--- config.mk ---
export PLATFORM = sky130hd
export DESIGN_NAME = ws2812b_rx
export DESIGN_NICKNAME = d
export VERILOG_FILES = /design/src/rtl/ws2812b_pkg.sv /design/src/rtl/ws2812b_rx_input_sync.sv /design/src/rtl/ws2812b_rx.sv
export SDC_FILE = /design/constraint.sdc
export NUM_CORES = 1
export LEC_CHECK = 0
export CORE_UTILIZATION = 45
export CTS_CLUSTER_SIZE = 20
export DETAILED_ROUTE_END_ITERATION = 8
export GPL_TIMING_DRIVEN = 0
export PLACE_DENSITY = 0.7
export SLEW_MARGIN = 20
export SYNTH_ARGS = -nofsm -noshare
export SYNTH_HDL_FRONTEND = slang
export SYNTH_SLANG_ARGS = --single-unit
--- constraint.sdc ---
create_clock -name clk -period 2 [get_ports clk]
set_input_delay 0.2 -clock clk [delete_from_list [all_inputs] [get_ports clk]]
set_output_delay 0.2 -clock clk [all_outputs]
set_load 0.05 [all_outputs]
--- src/rtl/ws2812b_pkg.sv ---
// Shared WS2812B definitions: receiver states, 12 MHz
// timing constants and GRB colour words.
package ws2812b_pkg;

  typedef enum logic [1:0] {
    SYNC = 2'd0,
    IDLE = 2'd1,
    HIGH = 2'd2,
    LOW  = 2'd3
  } rx_state_t;

  localparam int unsigned CLK_HZ    = 12_000_000;
  localparam int unsigned T0H_CYC   = 5;
  localparam int unsigned T0L_CYC   = 10;
  localparam int unsigned T1H_CYC   = 10;
  localparam int unsigned T1L_CYC   = 5;
  localparam int unsigned BIT_CYC   = 15;
  localparam int unsigned LATCH_CYC = 600;

  localparam logic [23:0] GRB_OFF   = 24'h000000;
  localparam logic [23:0] GRB_RED   = 24'h00FF00;
  localparam logic [23:0] GRB_GREEN = 24'hFF0000;
  localparam logic [23:0] GRB_BLUE  = 24'h0000FF;

  function automatic logic [23:0] grb(
    input logic [7:0] r,
    input logic [7:0] g,
    input logic [7:0] b
  );
    return {g, r, b};
  endfunction

endpackage

--- src/rtl/ws2812b_rx_input_sync.sv ---
// Two-flop synchronizer for the serial line with
// single-cycle rise/fall strobes on the synced copy.
module ws2812b_rx_input_sync (
  input  logic clk,
  input  logic reset_n,
  input  logic din,
  output logic din_s,
  output logic rise,
  output logic fall
);

  logic meta;
  logic din_d;

  always_ff @(posedge clk or negedge reset_n) begin
    if (!reset_n) begin
      meta  <= 1'b0;
      din_s <= 1'b0;
      din_d <= 1'b0;
    end else begin
      meta  <= din;
      din_s <= meta;
      din_d <= din_s;
    end
  end

  assign rise = din_s & ~din_d;
  assign fall = ~din_s & din_d;

endmodule

--- src/rtl/ws2812b_rx.sv ---
// WS2812B stream receiver: decodes pulse widths into
// 24-bit GRB pixels, indexes them and detects the latch gap.
module ws2812b_rx
  import ws2812b_pkg::*;
#(
  parameter int unsigned THRESH_CYC   = 7,
  parameter int unsigned MIN_HIGH_CYC = 2,
  parameter int unsigned MAX_HIGH_CYC = 14,
  parameter int unsigned LATCH_CYC    = 600,
  parameter int unsigned NUM_PIXELS   = 64,
  parameter int unsigned IDX_W        = 6
) (
  input  logic               clk,
  input  logic               reset_n,
  input  logic               din,
  output logic               pixel_valid,
  output logic [23:0]        pixel_data,
  output logic [IDX_W-1:0]   pixel_index,
  output logic               frame_done,
  output logic [IDX_W:0]     frame_pixels,
  output logic               error,
  output logic               busy
);

  localparam int LW = $clog2(LATCH_CYC + 1);
  localparam int HW = $clog2(MAX_HIGH_CYC + 2);
  localparam int PW = IDX_W + 1;

  localparam logic [LW-1:0] L_MAX  = LW'(LATCH_CYC);
  localparam logic [LW-1:0] L_LAST = LW'(LATCH_CYC - 1);
  localparam logic [HW-1:0] H_MAX  = HW'(MAX_HIGH_CYC);
  localparam logic [HW-1:0] H_MIN  = HW'(MIN_HIGH_CYC);
  localparam logic [HW-1:0] H_THR  = HW'(THRESH_CYC);
  localparam logic [PW-1:0] P_MAX  = PW'(NUM_PIXELS);
  localparam logic [4:0]    B_LAST = 5'd23;

  logic din_s;
  logic rise;
  logic fall;

  rx_state_t state;
  rx_state_t state_nxt;

  logic [LW-1:0] lcnt;
  logic [HW-1:0] hcnt;
  logic [4:0]    bit_cnt;
  logic [22:0]   shreg;
  logic [PW-1:0] pix_cnt;
  logic          ovf_seen;

  logic sync_done;
  logic start;
  logic hi_long;
  logic hi_glitch;
  logic bit_ok;
  logic latch;
  logic bit_val;
  logic proto_err;
  logic pix_done;
  logic pix_keep;
  logic pix_drop;

  ws2812b_rx_input_sync u_sync (
    .clk     (clk),
    .reset_n (reset_n),
    .din     (din),
    .din_s   (din_s),
    .rise    (rise),
    .fall    (fall)
  );

  always_ff @(posedge clk or negedge reset_n) begin
    if (!reset_n) state <= SYNC;
    else          state <= state_nxt;
  end

  always_comb begin
    state_nxt = state;
    unique case (state)
      SYNC: if (sync_done) state_nxt = IDLE;
      IDLE: if (rise) state_nxt = HIGH;
      HIGH: begin
        if (proto_err) state_nxt = SYNC;
        else if (fall) state_nxt = LOW;
      end
      LOW: begin
        if (rise)       state_nxt = HIGH;
        else if (latch) state_nxt = IDLE;
      end
      default: state_nxt = SYNC;
    endcase
  end

  always_comb begin
    sync_done = 1'b0;
    start     = 1'b0;
    hi_long   = 1'b0;
    hi_glitch = 1'b0;
    bit_ok    = 1'b0;
    latch     = 1'b0;
    unique case (state)
      SYNC: sync_done = !din_s && lcnt >= L_LAST;
      IDLE: start = rise;
      HIGH: begin
        hi_long   = hcnt > H_MAX;
        hi_glitch = !hi_long && fall && hcnt < H_MIN;
        bit_ok    = !hi_long && fall && hcnt >= H_MIN;
      end
      LOW: begin
        start = rise;
        latch = !din_s && lcnt >= L_LAST;
      end
      default: ;
    endcase
  end

  assign bit_val   = hcnt >= H_THR;
  assign proto_err = hi_long | hi_glitch;
  assign pix_done  = bit_ok && bit_cnt == B_LAST;
  assign pix_keep  = pix_done && pix_cnt != P_MAX;
  assign pix_drop  = pix_done && pix_cnt == P_MAX;

  // Pulse widths: high count restarts on every rising edge
  always_ff @(posedge clk or negedge reset_n) begin
    if (!reset_n) begin
      hcnt <= '0;
    end else if (start) begin
      hcnt <= HW'(1);
    end else if (state == HIGH && din_s && hcnt <= H_MAX) begin
      hcnt <= hcnt + HW'(1);
    end
  end

  always_ff @(posedge clk or negedge reset_n) begin
    if (!reset_n) begin
      lcnt <= '0;
    end else if (proto_err || start) begin
      lcnt <= '0;
    end else if (bit_ok) begin
      lcnt <= LW'(1);
    end else if (state == SYNC && din_s) begin
      lcnt <= '0;
    end else if (state != HIGH && !din_s && lcnt != L_MAX) begin
      lcnt <= lcnt + LW'(1);
    end
  end

  always_ff @(posedge clk or negedge reset_n) begin
    if (!reset_n) begin
      shreg    <= '0;
      bit_cnt  <= '0;
      pix_cnt  <= '0;
      ovf_seen <= 1'b0;
    end else if (proto_err || latch) begin
      bit_cnt  <= '0;
      pix_cnt  <= '0;
      ovf_seen <= 1'b0;
    end else if (bit_ok) begin
      shreg   <= {shreg[21:0], bit_val};
      bit_cnt <= pix_done ? 5'd0 : bit_cnt + 5'd1;
      if (pix_keep) pix_cnt <= pix_cnt + PW'(1);
      if (pix_drop) ovf_seen <= 1'b1;
    end
  end

  // Overflowing pixels report a single error per frame
  always_ff @(posedge clk or negedge reset_n) begin
    if (!reset_n) begin
      pixel_valid  <= 1'b0;
      pixel_data   <= '0;
      pixel_index  <= '0;
      frame_done   <= 1'b0;
      frame_pixels <= '0;
      error        <= 1'b0;
      busy         <= 1'b0;
    end else begin
      pixel_valid <= pix_keep;
      frame_done  <= latch;
      error       <= proto_err
                   | (latch && bit_cnt != 5'd0)
                   | (pix_drop && !ovf_seen);
      if (pix_keep) begin
        pixel_data  <= {shreg, bit_val};
        pixel_index <= pix_cnt[IDX_W-1:0];
      end
      if (latch) frame_pixels <= pix_cnt;
      if (state == IDLE && rise)  busy <= 1'b1;
      else if (latch || proto_err) busy <= 1'b0;
    end
  end

endmodule

# == Yosys cells after proc, flatten, opt, wreduce, memory -nomap -nowiden ==
# Index checks and enable logic that the tools add are counted.
# totals
regBits,96
latchBits,0
ramBits,0
romBits,0
elab_cells,110
memories,0
# op_classes
addsub,4
multipliers,0
n_div,0
magnitude_cmp,6
n_eq_ne,12
shift,0
muxes,30
bitwise,8
n_reduce_logical,33
# op_table
op,count
10-bit 2-to-1 mux,4
7-bit 2-to-1 mux,3
1-bit logical AND,15
5-bit 2-to-1 mux,3
2-bit 2-to-1 mux,6
1-bit 2-to-1 mux,11
10-bit by 1-bit adder with 10-bit output (second input constant),1
10-bit >= comparator (second input constant),1
10-bit inequality test (second input constant),1
2-bit nonzero test,5
4-bit 2-to-1 mux,2
2-bit one-hot mux with 4 select lines,1
7-bit by 1-bit adder with 7-bit output (second input constant),1
7-bit equality test (second input constant),1
7-bit inequality test (second input constant),1
2-bit inequality test (second input constant),3
3-bit inequality test (second input constant),2
2-bit AND reduction,3
5-bit by 1-bit adder with 5-bit output (second input constant),1
5-bit equality test (second input constant),1
5-bit nonzero test,1
4-bit by 1-bit adder with 4-bit output (second input constant),1
2-bit equality test (second input constant),2
4-bit by 2-bit >= comparator with 1-bit output (second input constant),1
other kinds (14),22

# == Logic depth before layout (Yosys ltp) ==
# depth
ltp_word,10
ltp_mapped,7
mapped_depth_nobuf,6

# == By module ==
# From an unflattened synthesis, not the netlist that was laid out.
# hier_totals
hier_cells,329
hier_area_um2,4111.4
# by_module_without_submodules
module,instances,cells_each,area_each_um2,seq_area_each_um2
ws2812b_rx,1,324,4021.4,2327.2
ws2812b_rx_input_sync,1,5,90.1,75.1

# == Worst setup path after synthesis ==
# No wires, ideal clock.
# synth_path
path_kind,reg2reg
startpoint,register hcnt[0]
endpoint,register pixel_data[19]
setup_time_ns,0.125
arrival_time_ns,2.004
t_required_ns,1.875
setup_slack_ns,-0.128
stages_incl_launch_ff,8
n_path_buf,1
cell_sequence,dfrtp_1 > inv_1 > ha_1 > or4_4 > and4_1 > nand2_2 > buf_4 > mux2_2
# synth_between
elab_chain_cells,7
elab_cells_between_ends,8
cone_classes,order compare (2); mux (1); reduce/logical (5)
# synth_rtl
item,line_no,text
start: declaration,ws2812b_rx.sv:45,logic [HW-1:0] hcnt;
start signal: assignment,ws2812b_rx.sv:130,hcnt <= hcnt + HW'(1);
4-bit greater-than comparator,ws2812b_rx.sv:105,hi_long = hcnt > H_MAX;
1-bit logical NOT,ws2812b_rx.sv:107,bit_ok = !hi_long && fall && hcnt >= H_MIN;
1-bit logical AND,ws2812b_rx.sv:107,
1-bit logical AND *,ws2812b_rx.sv:107,
1-bit 2-to-1 mux *,ws2812b_rx.sv:101,unique case (state)
1-bit logical AND *,ws2812b_rx.sv:119,assign pix_done = bit_ok && bit_cnt == B_LAST;
1-bit logical AND *,ws2812b_rx.sv:120,assign pix_keep = pix_done && pix_cnt != P_MAX;
end signal: assignment,ws2812b_rx.sv:183,"pixel_data <= {shreg, bit_val};"
end: declaration,ws2812b_rx.sv:17,"output logic [23:0] pixel_data,"
# Every way passes the cells marked *; elsewhere a longest branch is shown, timed or not.
# A chain may end at the register's enable or synchronous reset.

# == Worst setup path in the final report ==
# layout_path
startpoint,register hcnt[1]
endpoint,register pix_cnt[2]
# layout_between
elab_chain_cells,9
elab_cells_between_ends,18
cone_classes,order compare (3); mux (4); bitwise (1); reduce/logical (10)
# layout_rtl
item,line_no,text
4-bit greater-than comparator,ws2812b_rx.sv:105,
1-bit logical NOT,"ws2812b_rx.sv:106, ws2812b_rx.sv:107",
1-bit logical AND,"ws2812b_rx.sv:106, ws2812b_rx.sv:107",
"1-bit logical AND, on equally long branches","ws2812b_rx.sv:106, ws2812b_rx.sv:107",
1-bit 2-to-1 mux,ws2812b_rx.sv:101,
1-bit bitwise OR or 1-bit logical AND (tied branches),"ws2812b_rx.sv:118, ws2812b_rx.sv:119",
1-bit logical OR or 1-bit logical AND (tied branches),"ws2812b_rx.sv:154, ws2812b_rx.sv:120",
2-bit nonzero test (no source line),--,
2-bit AND reduction (no source line),--,
end signal: assignment,ws2812b_rx.sv:161,if (pix_keep) pix_cnt <= pix_cnt + PW'(1);
end: declaration,ws2812b_rx.sv:48,logic [PW-1:0] pix_cnt;
# Several ways; a longest one is shown, not always the timed one.

==> reports/metrics.yaml <==
setup_viol: 0
hold_viol_final: 0
hp-class: "input port to register"
final_nets: 428
num_vias: 2977
globalplace.congestion: 0.7915
min_period_ps: 1994
maxSlewViolCount: 0
synth_nets: 359
grt_setup_unrepaired: "yes"
tightestPinTransition_ps: 503.9
grt.overflow.total: 0
status: "finished clean"
grt_pass1_wl_mm: 13.75
required_ps: 2280
fp.coreArea_sq_mm: 0.009284
syn_avg_cell_area_sq_um: 12.49
place.detailed.hpwl_mm: 5.486
viasPerCell: 5.403
grt_max_degree: 55
cts_tree: "built"
ys_warn_count: 0
dr.first_iter.drc_count: 106
cp-start-kind: "register"
antenna_cells: 0
p_per_area_mw_per_mm2: 588.9
cts_buffers: 9
critPathArrivalTime_ps: 2280
drive_gt1_share_pct: 27.96
drc: 0
fp.dieW_microns: 100.3
crit_fanout: 7
final_cells: 551
syn_area_sq_mm: 0.004347
synthCells: 348
fmax_mhz: 501.6
portBuffers: 43
ir_drop_mv: 0.3434
synthArstFlopShare_pct: 100.0
fin_crit_sh_pct: 99.68
ys_ff_latch: 96
crit_type: "register to register"
p_leak_nw: 2.596
start_util_pct: 46.82
clock-skew-final_ps: 10.31
drt_pre_antenna_iters: 4
h-tree-depth: 3
antenna_found_initial: 0
core.rowCount: 35
first_global_vias: 2932
ys_types: 56
clockRootBuffer: "clkbuf_8"
seq_area_frac_synth_pct: 55.27
wire_per_inst_microns: 15.75
ioPinCount: 44
dieHeight_microns: 100.3
clk_latency_ps: 360
synth-main-ff-cell: "dfrtp_1"
slew-limit-headroom_pct: 66.30
synth_edf_count: 0
cts_buffer_depth: 2
die-area_sq_mm: 0.01006
finalSetupTns_ps: 0
ant_nets: 0
crit_path_end_kind: "register"
track_usage_pct: 17.37
cts_num_sinks: 96
dp_cells: 521
path_clk_slew_ps: 100
drt-total-wl_mm: 8.680
area_growth_pct: 26.31
max-cap-violations: 0
## synth_stat cells (3+ instances only)
library cell / count / area (sq um)
a21oi_1: 22 / 110.1
and3_1: 3 / 18.77
and4_1: 3 / 26.28
and4b_1: 3 / 30.03
buf_2: 3 / 15.01
buf_6: 4 / 45.04
clkbuf_1: 3 / 11.26
dfrtp_1: 96 / 2402
ha_1: 8 / 100.1
inv_1: 12 / 45.04
mux2_2: 36 / 405.4
mux2_4: 18 / 270.3
mux2i_1: 3 / 30.03
nand2_1: 10 / 37.54
nand3_1: 12 / 60.06
nand4_1: 9 / 56.30
nor2_1: 14 / 52.55
nor2b_1: 4 / 25.02
nor3_1: 5 / 25.02
o211ai_1: 3 / 22.52
o21ai_0: 21 / 105.1
o31ai_1: 4 / 30.03
or3_1: 7 / 43.79
or4_1: 4 / 30.03
xor2_1: 4 / 35.03
## through the flow
stage | util (%) | cell area [sq um] | total power [mW] | setup slack (ps) | hold WS, ps
3_5_place_dp | 53.63 | 4979 | 2.071 | -106.3 | 148.7
5_1_grt | 59.14 | 5490 | 3.372 | -35.31 | 255.4
2_1_floorplan | - | 4358 | 2.014 | 71.09 | -95.59
3_3_place_gp | 53.32 | 4950 | 2.064 | -2795 | 363.8
4_1_cts | 56.21 | 5219 | 3.262 | -3.238 | 254.7
6_report | 59.14 | 5490 | 3.233 | 6.480 | 269.6
## logic make-up after synthesis
kind of cell    share of synthesized area [%]
buf+inv                                 2.850
flops                                   55.27
xor+xnor                                1.007
compound gates                          9.154
mux                                     16.49
fa+ha+maj                               2.303
simple gates                            12.93
## per-layer routing
metal  track usage [%]  wire length (microns)
met3             3.760                    287
met1             24.11                   4087
met2             26.98                   4151
met4             6.243                    153
met5                 0                      0
## flip-flops by register name, indices dropped and copies added, names as in the netlist, 4 cells and up
| signal | flops |
|---|---|
| pixel_index | 6 |
| bit_cnt | 5 |
| lcnt | 10 |
| frame_pixels | 7 |
| hcnt | 4 |
| pixel_data | 24 |
| shreg | 23 |
| pix_cnt | 7 |
## cell type report
class / count / area [sq um]
multi-input cells: 229 / 1988
clock inverters: 7 / 61.31
flip-flops and latches: 96 / 2409
fillers: 755 / 3794
plain buffers: 11 / 102.6
repair buffers: 58 / 599.3
inverters: 12 / 45.04
well taps: 129 / 161.4
clock buffers: 9 / 123.9
## power by group
| part | switching (mW) | internal [mW] |
|---|---|---|
| logic | 0.0581 | 0.0248 |
| registers | 0.00708 | 1.95 |
| clock network | 0.722 | 0.476 |
| total | 0.787 | 2.45 |
## layout by cell type (no fill, tap or decap), drive strengths merged, types with 2 or more instances in the layout
master / instances
clkbuf: 14
nor3: 5
and3: 3
buf: 21
o21ai: 21
a21oi: 22
ha: 8
nor3b: 2
mux2: 55
nand2: 11
clkdlybuf4s50: 42
nor2: 15
nand2b: 2
inv: 15
and2: 2
a211oi: 2
a211o: 2
or4b: 2
nand4: 9
mux2i: 3
a31oi: 2
or4: 5
o31ai: 5
clkinv: 3
nor2b: 4
xor2: 4
and4b: 3
and4: 3
or3: 7
nand3: 12
dfrtp: 96
o211ai: 3
## worst max-delay path, stage by stage, from the launching register on
cell and delay (ps):
dfrtp_2 450, buf_4 170, nand4_1 200, nand4_1 320, or4_1 580, a21oi_1 200
## timing repair
action,CTS,global route
gates resized for setup,5,44
hold buffers,1,0
pin swaps,1,6
cloned,0,3
setup endpoints to repair,30,63
setup buffers,4,6
hold endpoints to repair,42,0
## worst paths after layout
path | start | to | slack (ps) | cells after the start
min in group asynchronous | reset_n | pixel_data[9] | 330 | 2
worst min-delay path | din | u_sync.meta | 270 | 1
worst min register to register | u_sync.meta | u_sync.din_s | 380 | 0
worst max register to register | hcnt[1] | pix_cnt[2] | 6 | 5
worst max-delay path | hcnt[1] | pix_cnt[2] | 6 | 5
max in group asynchronous | reset_n | hcnt[1] | 1060 | 3
Power figures use the tool's default switching activity.
==> RTL edit 1 (same flow settings) <==
The output `error` loses its register stage (`error` becomes a continuous assignment).
--- a/src/rtl/ws2812b_rx.sv
+++ b/src/rtl/ws2812b_rx.sv
@@ -173,3 +173,2 @@
       frame_pixels <= '0;
-      error        <= 1'b0;
       busy         <= 1'b0;
@@ -178,5 +177,2 @@
       frame_done  <= latch;
-      error       <= proto_err
-                   | (latch && bit_cnt != 5'd0)
-                   | (pix_drop && !ovf_seen);
       if (pix_keep) begin
@@ -191,2 +187,4 @@
 
+  assign error = proto_err | (latch && bit_cnt != 5'd0) | (pix_drop && !ovf_seen);
+
 endmodule
Formal check against the unedited RTL: same outputs for any inputs over 10 cycles, from zero or initial values and one cycle with reset_n low; that may be too few to reach the edited logic, so the function may still have changed.
==> RTL edit 1 against the original RTL <==
  * The run now ends with negative setup slack left
  * Routed wire length is 2.7% higher
  * Area after synthesis is 0.81% higher
  * Power is 0.38% lower
  * Global-route usage is 1.1 points higher
  * Sequential share of layout area is 1.9 points lower
  * Utilization is 1.6 points higher
  * Cell area is 3.2% higher
  * Maximum frequency is 13% lower
  * Setup slack worse by 290 ps
  * Sequential cell count is 1 lower
  * Final cell count is 3.1% higher
  * Synthesized cell count is 0.29% lower
==> RTL edit 1: results (changes against the original RTL) <==
metric;value;unit;change
pin count of the biggest net entering global routing;59;;+7.3%
nets;445;;+4.0%
post-synthesis mux area share;0.166;;+0.00125
xor/xnor share of the synthesized area;0.00999;;-0.0000806
top cells by area, synth;dfrtp_1 54%, mux2_4 8.2%, mux2_2 7.7%;;
critical path peak fanout;5;;-2
Worst VDD drop;0.309;mV;-10%
Mapped Avg Cell Area;12.6;um2;+1.1%
Via Count;3052;;+2.5%
LEAKAGE;2.66;nW;+2.4%
DRT iter0 DRCs;89;;-16%
Max Clock Skew;14.1;ps;+3.81 ps
Synth Area in Adders;0.0228;;-0.000184
hpwl dp;5700;um;+3.9%
FILL cells;751;;-0.53%
Max-slew headroom;0.553;;-0.110
CP arrival;2080;ps;-200 ps
status;finished with violations;;
met3 usage;0.0395;;+0.00192
Seq/Total Area, Yosys;0.543;;-0.0101
Compound-Gate Fraction of Synth Area;0.0885;;-0.00302
Cells after DPL;520;;-0.19%
Post-synth top cells;95 x dfrtp_1, 30 x mux2_2, 25 x o21ai_0;;
fin worst setup slack;-282;ps;-288 ps
Net Sw Frac;0.246;;+0.00226
final setup vio count;32;;+32
routed length per instance;15.7;um;-0.34%
Setup WS pre-CTS;-784;ps;-677 ps
failing checks;negative setup slack;;
Synth cell types;60;;+7.1%
GRT Resource Usage Total;0.185;;+0.0111
## RTL edit 1: cell count changes after synthesis, moves of 3 or more
cell,delta
o21ai_0,+4
mux2_4,+6
a21oi_1,-4
mux2_2,-6
o31ai_1,-3
or3_1,+3
nor2_1,-4
## RTL edit 1: metrics by stage
| step | area, um2 | total power (W) | util |
|---|---|---|---|
| after floorplan | 4380 | 0.00199 | - |
| after global placement | 4980 | 0.00204 | 0.533 |
| after detailed placement | 5000 | 0.00205 | 0.537 |
| after CTS | 5550 | 0.00326 | 0.595 |
| after global routing | 5670 | 0.00336 | 0.608 |
| final | 5670 | 0.00322 | 0.608 |
## RTL edit 1: cell type report
| class | count | area share |
|---|---|---|
| clock inverters | 7 | 0.0121 |
| flip-flops and latches | 95 | 0.420 |
| repair buffers | 78 | 0.142 |
| clock buffers | 9 | 0.0219 |
| inverters | 13 | 0.00861 |
| plain buffers | 11 | 0.0177 |
| well taps | 129 | 0.0285 |
| multi-input cells | 226 | 0.349 |
## RTL edit 1: cells by family (layout without fill, tap and decap cells)
kind of cell / Yosys count / in the layout
DFF: 95 / 95
and+or+nand+nor: 92 / 92
AOI/OAI and AO/OA: 64 / 64
muxes: 57 / 57
buffers and inverters: 26 / 118
adders and majority gates: 8 / 8
xor gates and xnor gates: 5 / 5
## RTL edit 1: power groups by stage
stage | combinational (W) | clock [W] | sequential (W)
floorplan | 0.0000232 | 0 | 0.00197
global placement | 0.0000706 | 0 | 0.00197
detailed placement | 0.0000791 | 0 | 0.00197
CTS | 0.0000847 | 0.00124 | 0.00193
global route | 0.0000976 | 0.00133 | 0.00193
finish | 0.0000836 | 0.00121 | 0.00193
## RTL edit 1: per-layer routing
| layer | wire, um | vias up | share of wire |
|---|---|---|---|
| met3 | 315 | 5 | 0.035 |
| met5 | 0 | - | 0 |
| met1 | 4050 | 1534 | 0.45 |
| met2 | 4500 | 65 | 0.50 |
| met4 | 57 | 0 | 0.0064 |
| li1 | - | 1448 | - |
## RTL edit 1: path summary, 6_finish.rpt
kind                                   to  slack, ps  cells after the start
max                                 error       -280                      6
min                           u_sync.meta        280                      1
max reg2reg                pixel_data[23]       -160                      8
min reg2reg                  u_sync.din_s        360                      0
max in group asynchronous         hcnt[0]       1090                      3
min in group asynchronous  pixel_index[0]        310                      2
## RTL edit 1: critical path, cell delays in order (launching register included)
cell     delay, ps
dfrtp_2        460
ha_4           170
or4_4          490
nand4_1        120
nor3_1          70
a211o_1        260
buf_6          160
## RTL edit 1: repair_timing
| item | 4_1_cts | 5_1_grt |
|---|---|---|
| setup buffers | 22 | 15 |
| hold buffers | 1 | 0 |
| pin swaps | 7 | 8 |
| cloned | 2 | 0 |
| hold endpoints to repair | 37 | 0 |
| setup endpoints to repair | 54 | 55 |
| gates resized for setup | 43 | 22 |
==> RTL edit 2 (same flow settings) <==
Without the edit above. Set the parameter `MAX_HIGH_CYC` to 7 (it was 14).
--- a/src/rtl/ws2812b_rx.sv
+++ b/src/rtl/ws2812b_rx.sv
@@ -7,3 +7,3 @@
   parameter int unsigned MIN_HIGH_CYC = 2,
-  parameter int unsigned MAX_HIGH_CYC = 14,
+  parameter int unsigned MAX_HIGH_CYC = 7,
   parameter int unsigned LATCH_CYC    = 600,
Check against the original RTL: no difference found for any inputs over 10 cycles, from zero or initial values and one cycle with reset_n low; that may be too few to reach the edited logic, so the function may still have changed.
==> RTL edit 2 against the original RTL <==
  * Sequential cell count did not move
  * Largest cell class unchanged
  * Highest routed layer unchanged
  * Setup slack improved by 36 ps
  * Area after synthesis rose by 1.9%
  * Maximum frequency rose by 1.8%
  * Routed wire length fell by 3.7%
  * Power rose by 1.5%
  * Synthesized cell count did not move
  * Cell area fell by 0.21%
  * Sequential share of layout area barely moved
==> RTL edit 2: results (changes against the original RTL) <==
metric;value;unit;change
crit-path max cell delay;440;ps;-140 ps
Finished Layout Cells;549;;-0.36%
Max Clock Skew;19.1;ps;+8.83 ps
GRT Resource Usage Total;0.175;;+0.00137
xor/xnor share of the synthesized area;0.0138;;+0.00376
WL final;8360;um;-3.7%
Seq/total area;0.439;;about the same
DRT met1 WL;3920;um;-4.1%
share of cells above drive strength 1;0.262;;-0.0177
multi-input gates;221;;-3.5%
worst min-delay path class;primary input to async pin;;
met2 Usage GRT;0.272;;+0.00235
status;finished, final reports clean;;
FILL cells;761;;+0.79%
Post-synth top cells;96 x dfrtp_1, 36 x mux2_4, 20 x o21ai_0;;
met3 usage;0.0276;;-0.0100
crit path time final;1960;ps;-35.5 ps
Worst VDD drop;0.314;mV;-8.6%
hpwl dp;5450;um;-0.57%
area of the multi-input gates;1890;um2;-4.8%
later-pin clock latency in the skew report;380;ps;+20 ps
Synth Area in Adders;0.0226;;-0.000436
ClkCell Share;0.0361;;+0.00235
nets;426;;-0.47%
Worst path slowest cell;dfrtp_2;;
WL met2;4070;um;-2.0%
Non-Clock Inverter Count;16;;+4
Compound-Gate Fraction of Synth Area;0.0762;;-0.0153
LEAKAGE;2.56;nW;-1.3%
clk pwr;0.00125;W;+4%
WHS;256;ps;-13.1 ps
top cells by area, synth;dfrtp_1 54%, mux2_4 12%, mux2_2 3.3%;;
Net Sw Frac;0.251;;+0.00723
dpl cell area;5060;um2;+1.7%
Seq/Total Area, Yosys;0.542;;-0.0105
non-clock buffer count;71;;+2.9%
total length of routed met3 wires;225;um;-22%
CP arrival;2230;ps;-50 ps
Netlist Area Pre-Place;4430;um2;+1.9%
setup slack, reg-to-reg;40;ps;+40 ps
[RTL edit 2: changes by cell type in the layout (fill, tap and decap cells not counted), moves of 4 or more]
cell | unedited run | this run
inv_1 | 12 | 16
mux2_1 | 0 | 6
nand2_1 | 10 | 14
mux2_2 | 17 | 13
a21oi_1 | 22 | 18
[RTL edit 2: final timing paths]
check                             from             end  cells after the start
setup reg to reg               hcnt[1]  pixel_data[12]                      7
setup / recovery               hcnt[1]  pixel_data[12]                      7
hold / removal                 reset_n  pixel_index[3]                      2
hold reg to reg            u_sync.meta    u_sync.din_s                      0
min in group clk                   din     u_sync.meta                      1
max in group asynchronous      reset_n         hcnt[1]                      3
[RTL edit 2: what timing repair did]
action                     4_1_cts  5_1_grt
hold buffers                     1        0
cloned                           1        2
resized for setup                9        8
buffers inserted                 6        3
hold endpoints to repair        26        0
pin swaps                        2        1
setup endpoints to repair       51       53
